<file path="src/rtl/warp_module_pkg.sv">
// Shared constants and types for the warp address generator and its pixel RAM.
package warp_module_pkg;

    localparam int IMG_W  = 640;
    localparam int IMG_H  = 480;
    localparam int ADDR_W = 21;

    typedef logic [ADDR_W-1:0] addr_t;

endpackage

</file>
<file path="src/rtl/warp_module_axis.sv">
// One axis of the warp: input clamp, optional mirror, signed shift, saturation.
module warp_module_axis #(
    parameter int SIZE   = 640,
    parameter int MIRROR = 0,
    parameter int SHIFT  = 0
) (
    input  logic [9:0] idx,
    output logic [9:0] pos
);

    localparam logic        [9:0]  MAX_POS = 10'(SIZE - 1);
    localparam logic signed [11:0] SHIFT12 = 12'(SHIFT);

    logic        [9:0]  clamped;
    logic        [9:0]  mirrored;
    logic signed [11:0] shifted;

    // 12-bit signed holds every mirrored index plus any shift in -1023..1023.
    always_comb begin
        clamped  = (idx > MAX_POS) ? MAX_POS : idx;
        mirrored = (MIRROR != 0) ? (MAX_POS - clamped) : clamped;
        shifted  = $signed({2'b00, mirrored}) + SHIFT12;
        if (shifted < 12'sd0) begin
            pos = '0;
        end else if (shifted > $signed({2'b00, MAX_POS})) begin
            pos = MAX_POS;
        end else begin
            pos = shifted[9:0];
        end
    end

endmodule

</file>
<file path="src/rtl/warp_module.sv">
// Maps a source (row, column) to a destination linear pixel offset, one result per clock.
module warp_module
    import warp_module_pkg::*;
#(
    parameter int IMG_W    = warp_module_pkg::IMG_W,
    parameter int IMG_H    = warp_module_pkg::IMG_H,
    parameter int MIRROR_X = 1,
    parameter int MIRROR_Y = 0,
    parameter int DX       = 0,
    parameter int DY       = 0
) (
    input  logic        clk,
    input  logic        rst,
    input  logic [9:0]  j,
    input  logic [9:0]  i,
    output addr_t       out
);

    logic [9:0] axisIn  [2];
    logic [9:0] axisPos [2];
    addr_t      rowTerm;
    addr_t      linear;

    assign axisIn[0] = j;
    assign axisIn[1] = i;

    // Axis 0 is the column, axis 1 is the row.
    for (genvar gi = 0; gi < 2; gi++) begin : g_axis
        warp_module_axis #(
            .SIZE   ((gi == 0) ? IMG_W    : IMG_H),
            .MIRROR ((gi == 0) ? MIRROR_X : MIRROR_Y),
            .SHIFT  ((gi == 0) ? DX       : DY)
        ) u_axis (
            .idx (axisIn[gi]),
            .pos (axisPos[gi])
        );
    end

    if (IMG_W == 640) begin : g_mul640
        assign rowTerm = (addr_t'(axisPos[1]) << 9) + (addr_t'(axisPos[1]) << 7);
    end else begin : g_mulGeneric
        assign rowTerm = addr_t'(axisPos[1]) * addr_t'(IMG_W);
    end

    assign linear = rowTerm + addr_t'(axisPos[0]);

    always_ff @(posedge clk) begin
        if (rst) begin
            out <= '0;
        end else begin
            out <= linear;
        end
    end

endmodule

</file>
<file path="config.mk">
export PLATFORM = sky130hd
export DESIGN_NAME = warp_module
export DESIGN_NICKNAME = d
export VERILOG_FILES = /design/src/rtl/warp_module_pkg.sv /design/src/rtl/warp_module_axis.sv /design/src/rtl/warp_module.sv
export SDC_FILE = /design/constraint.sdc
export NUM_CORES = 1
export LEC_CHECK = 0
export CORE_MARGIN = 3
export CORE_UTILIZATION = 45
export CTS_CLUSTER_SIZE = 12
export DETAILED_ROUTE_END_ITERATION = 10
export PLACE_DENSITY = 0.89
export SLEW_MARGIN = 25
export SYNTH_ARGS = -nofsm -noshare
export SYNTH_HDL_FRONTEND = slang
export SYNTH_SLANG_ARGS = --single-unit
</file>
<file path="constraint.sdc">
create_clock -name clk -period 5 [get_ports clk]
set_clock_uncertainty 0.15 [all_clocks]
set_input_delay 1 -clock clk [delete_from_list [all_inputs] [get_ports clk]]
set_output_delay 1 -clock clk [all_outputs]
set_load 0.005 [all_outputs]
</file>
# Word level (Yosys, flattened, before mapping)
# Index checks and enable logic that the tools add are counted.
[classes]
addsub = 3
order_cmp = 6
n_mux = 6
[ops]
columns = ["op", "n"]
rows = [
  ["2-to-1 mux 10 bit", 6],
  ["adder 20 x 10 -> 21 bit", 1],
  ["adder 19 x 17 -> 20 bit", 1],
  ["> comparator 10 bit, second input constant", 2],
  ["> comparator 10 x 9 -> 1 bit, second input constant", 2],
  ["less-than comparator 10 x 1 -> 1 bit, second input constant", 2],
  ["subtractor 10 bit, first input constant", 1],
]
[totals]
register_bits = 21
in_bits = 22
wordCells = 16

# Longest topological paths before layout
[depth]
word_depth = 7
ltp_mapped = 11

# Modules after synthesis
# A second synthesis with hierarchy kept.
[hier_totals]
cells_unflattened = 159
hier_area_um2 = 1468.9
[modules_own_cells]
columns = ["mod", "n_inst", "cells_each", "area_per_inst_um2", "seq_area_each_um2"]
rows = [
  ["warp_module", 1, 128, 1244.9, 400.4],
  ["warp_module_axis at g_axis[0].u_axis", 1, 18, 138.9, 0.0],
  ["warp_module_axis at g_axis[1].u_axis", 1, 13, 85.1, 0.0],
]

# Worst setup path before layout
# OpenSTA, ideal clock, no wires.
[synth_path]
path_kind = "input -> register"
startpoint = "input port j[9]"
endpoint = "register out[16]"
arrival_time_ns = 3.557
required_ns = 4.727
path_slack_ns = 1.170
path_stages = 11
n_path_buf = 0
cell_sequence = "nand2b_1 > ha_1 > xnor2_1 > and2_1 > ha_1 > ha_1 > fa_1 > a211oi_2 > o21ai_1 > a31oi_2 > mux2_1"
[synth_between]
elab_chain_len = 7
[synth_rtl]
columns = ["element", "line_no", "source"]
rows = [
  ["start, declared", "warp_module.sv:14", "input logic [9:0] j,"],
  ["> comparator 10 bit", "warp_module_axis.sv:20", "clamped = (idx > MAX_POS) ? MAX_POS : idx;"],
  ["2-to-1 mux 10 bit (*)", "warp_module_axis.sv:20", ""],
  ["subtractor 10 bit (*)", "warp_module_axis.sv:21", "mirrored = (MIRROR != 0) ? (MAX_POS - clamped) : clamped;"],
  ["> comparator 10 bit", "warp_module_axis.sv:25", "end else if (shifted > $signed({2'b00, MAX_POS})) begin"],
  ["2-to-1 mux 10 bit", "warp_module_axis.sv:25", ""],
  ["2-to-1 mux 10 bit (*)", "warp_module_axis.sv:23", "if (shifted < 12'sd0) begin"],
  ["adder 20 x 10 -> 21 bit (*)", "warp_module.sv:45", "assign linear = rowTerm + addr_t'(axisPos[0]);"],
  ["end signal, assigned", "warp_module.sv:51", "out <= linear;"],
  ["end, declared", "warp_module.sv:16", "output addr_t out"],
]
# Every way passes the cells marked *; elsewhere a longest branch is shown, timed or not.
# A chain may end at the register's enable or synchronous reset.

# Worst setup path after layout
# Same ends and word-level chain as after synthesis.

==> metrics.txt <==
Async SR Flop Fraction=0%; synth warn=0; max_slew headroom=48.8%; CTS Buf Count=3; grt ovf=0; # IOs=43; # clock sinks=20; number of max-cap violations=0; layout cell share with drive strength beyond 1=7.91%; post-route ant nets=0; biggest regs=out x20; clock buffer depth=2; Biggest register=out; endpoint type of the worst setup path=flip-flop; Multi-input gate area=831 um2; most common cell after layout, fill and taps aside=clkdlybuf4s50_1; Initial Util=49.1%; Placed Instance Area=1700 um2; first-pass GRT wire length=4800 um; sequential share of power=36.8%; die width=58.9 um; vias in the first global route=1112; antenna violations before repair=0; internal power=0.371 mW; net count of the finished layout=222; DRT iter0 DRCs=25; register area=400 um2; Post-CTS Setup Inserts=0; Wirelength per Cell=14.3 um; number of gates resized after cts=0; crit path DAT=4.34 ns; area grow syn2layout=39.1%; routability cong.=0.737; clock share of power=24.8%; Synth area leaders=dfxtp_1, ha_1, a21oi_1, mux2_1, nand2b_1; final setup violation count=0; combinational group share of total power=38.4%; root buf cell=clkbuf_4; Core Area=2570 um2; Netlist Area Pre-Place=1260 um2; Slew Viols, Final=0; Tcrit/Tclk final=86.2%; Crit Path Max Fanout=4; die area=3470 um2; FILL cells=218; busiest grt layer=met2; Slew @ Worst Pin=0.765 ns; post-synthesis sequential area ratio=31.7%; Tightest Hold Check Type=in -> reg; die height=58.9 um; largest net degree at the start of global routing=25; final setup TNS=0 ns; Setup Crit Path Kind=in -> reg; Sw Share=27.3%; Yosys top cell area share=31.7%; Tmin final=4.31 ns; Leak=0.753 nW; CP Launch Type=input pin; Buffers on Ports=41; FMAX=232 MHz; distinct cell type count after synthesis=34; Final HPWL DP=2520 um; 1st-pass router iterations=4; WP data required=5.03 ns; DRC=0; grt met1 use=21.2%; Total Routing Usage GR=18.2%; met2 track demand over resource=33.3%; fin area=1750 um2; RSZ-0062 raised after global routing=false; most frequent cells in the layout=clkdlybuf4s50_1, ha_1, dfxtp_1, a21oi_1, nor2_1; power density over cell area=291 nW/um2; vias per cell=5.31; top_reg_cell synth=dfxtp_1; GRT met3 Usage=1.97%; Post-Synthesis Cells=133; final WL=2960 um; final number of hold-violating endpoints=0; post-synth top area cell=dfxtp_1; number of flip-flops under the largest register name=20; # diodes=0; outcome=complete, no violations; EDFF count, synth=0; switching power=0.140 mW; Syn Area/Cell=9.48 um2; Peak VDD IR=278 uV; clock slew at reported path FFs=0.11 ns; vias=1100; H-tree depth=1; CTS tree=yes; cts hold-fix bufs=0; FF+latch count, synth=20; num rows=18
metal layers:
layer,vias up,share of wire [%]
met4,0,1.9
li1,547,-
met3,6,3.1
met5,-,0
met2,29,55
met1,518,40
Yosys cell counts, types with 2 or more instances:
cell and number:
xnor2_1 3, a21oi_1 9, fa_1 2, o21a_1 3, nor2b_1 6, dfxtp_1 20
o21bai_1 3, mux2_1 4, clkbuf_1 2, nand2b_1 7, nor2_1 8, o21ai_1 2
nand2_1 3, a21o_1 2, nand3_1 2, ha_1 20, inv_1 6, nor3_1 4
or2_2 6, or2_1 5, and2_1 3
path summary, 6_finish.rpt:
| path | start | end | slack [ns] | depth (start not counted) |
|---|---|---|---|---|
| max | j[9] | out[16]$_SDFF_PP0_ | 0.69 | 12 |
| min | j[1] | out[1]$_SDFF_PP0_ | 1.18 | 3 |
worst max-delay path, cell delays in order:
cell             delay, ns
clkdlybuf4s50_1       0.49
nand2b_1              0.22
ha_1                  0.22
xnor2_1               0.29
and2_1                0.18
ha_1                  0.22
ha_1                  0.24
fa_1                  0.44
a211oi_2              0.32
o21ai_1               0.13
a31oi_2               0.24
mux2_1                0.35
final cells by class:
class	instances	share of cell area, %
Multi-Input combinational cell	106	47.4
Timing Repair Buffer	41	23.4
Sequential cell	20	22.8
Tap cell	30	2.14
Clock inverter	1	1.71
Clock buffer	3	1.28
Inverter	6	1.28
metrics by stage:
step	setup slack [ns]	cells	hold slack, ns	util (%)	total power [mW]
floorplan	1.17	135	1.03	-	0.299
global placement	0.565	203	1.49	66.3	0.374
detailed placement	0.415	203	1.50	66.3	0.386
CTS	0.719	207	1.18	68.3	0.513
global route	0.553	207	1.19	68.3	0.540
finish	0.689	207	1.18	68.3	0.510
cell families after synthesis:
family	after synthesis	synth area share [%]
AND/OR/NAND/NOR	45	19.6
AO/OA/AOI/OAI	29	16.7
adder cells (fa/ha/maj)	22	23.0
flip-flops	20	31.7
buffers and inverters	9	2.98
multiplexers	4	3.57
XOR/XNOR	3	2.08
other	1	0.297
power by group through the flow:
stage	combinational (mW)	clock (mW)	sequential [mW]
after floorplan	0.105	0	0.194
after global placement	0.183	0	0.191
after detailed placement	0.194	0	0.192
after CTS	0.196	0.128	0.188
after global routing	0.215	0.135	0.190
final	0.196	0.127	0.188
(Power assumes the default switching activity.)
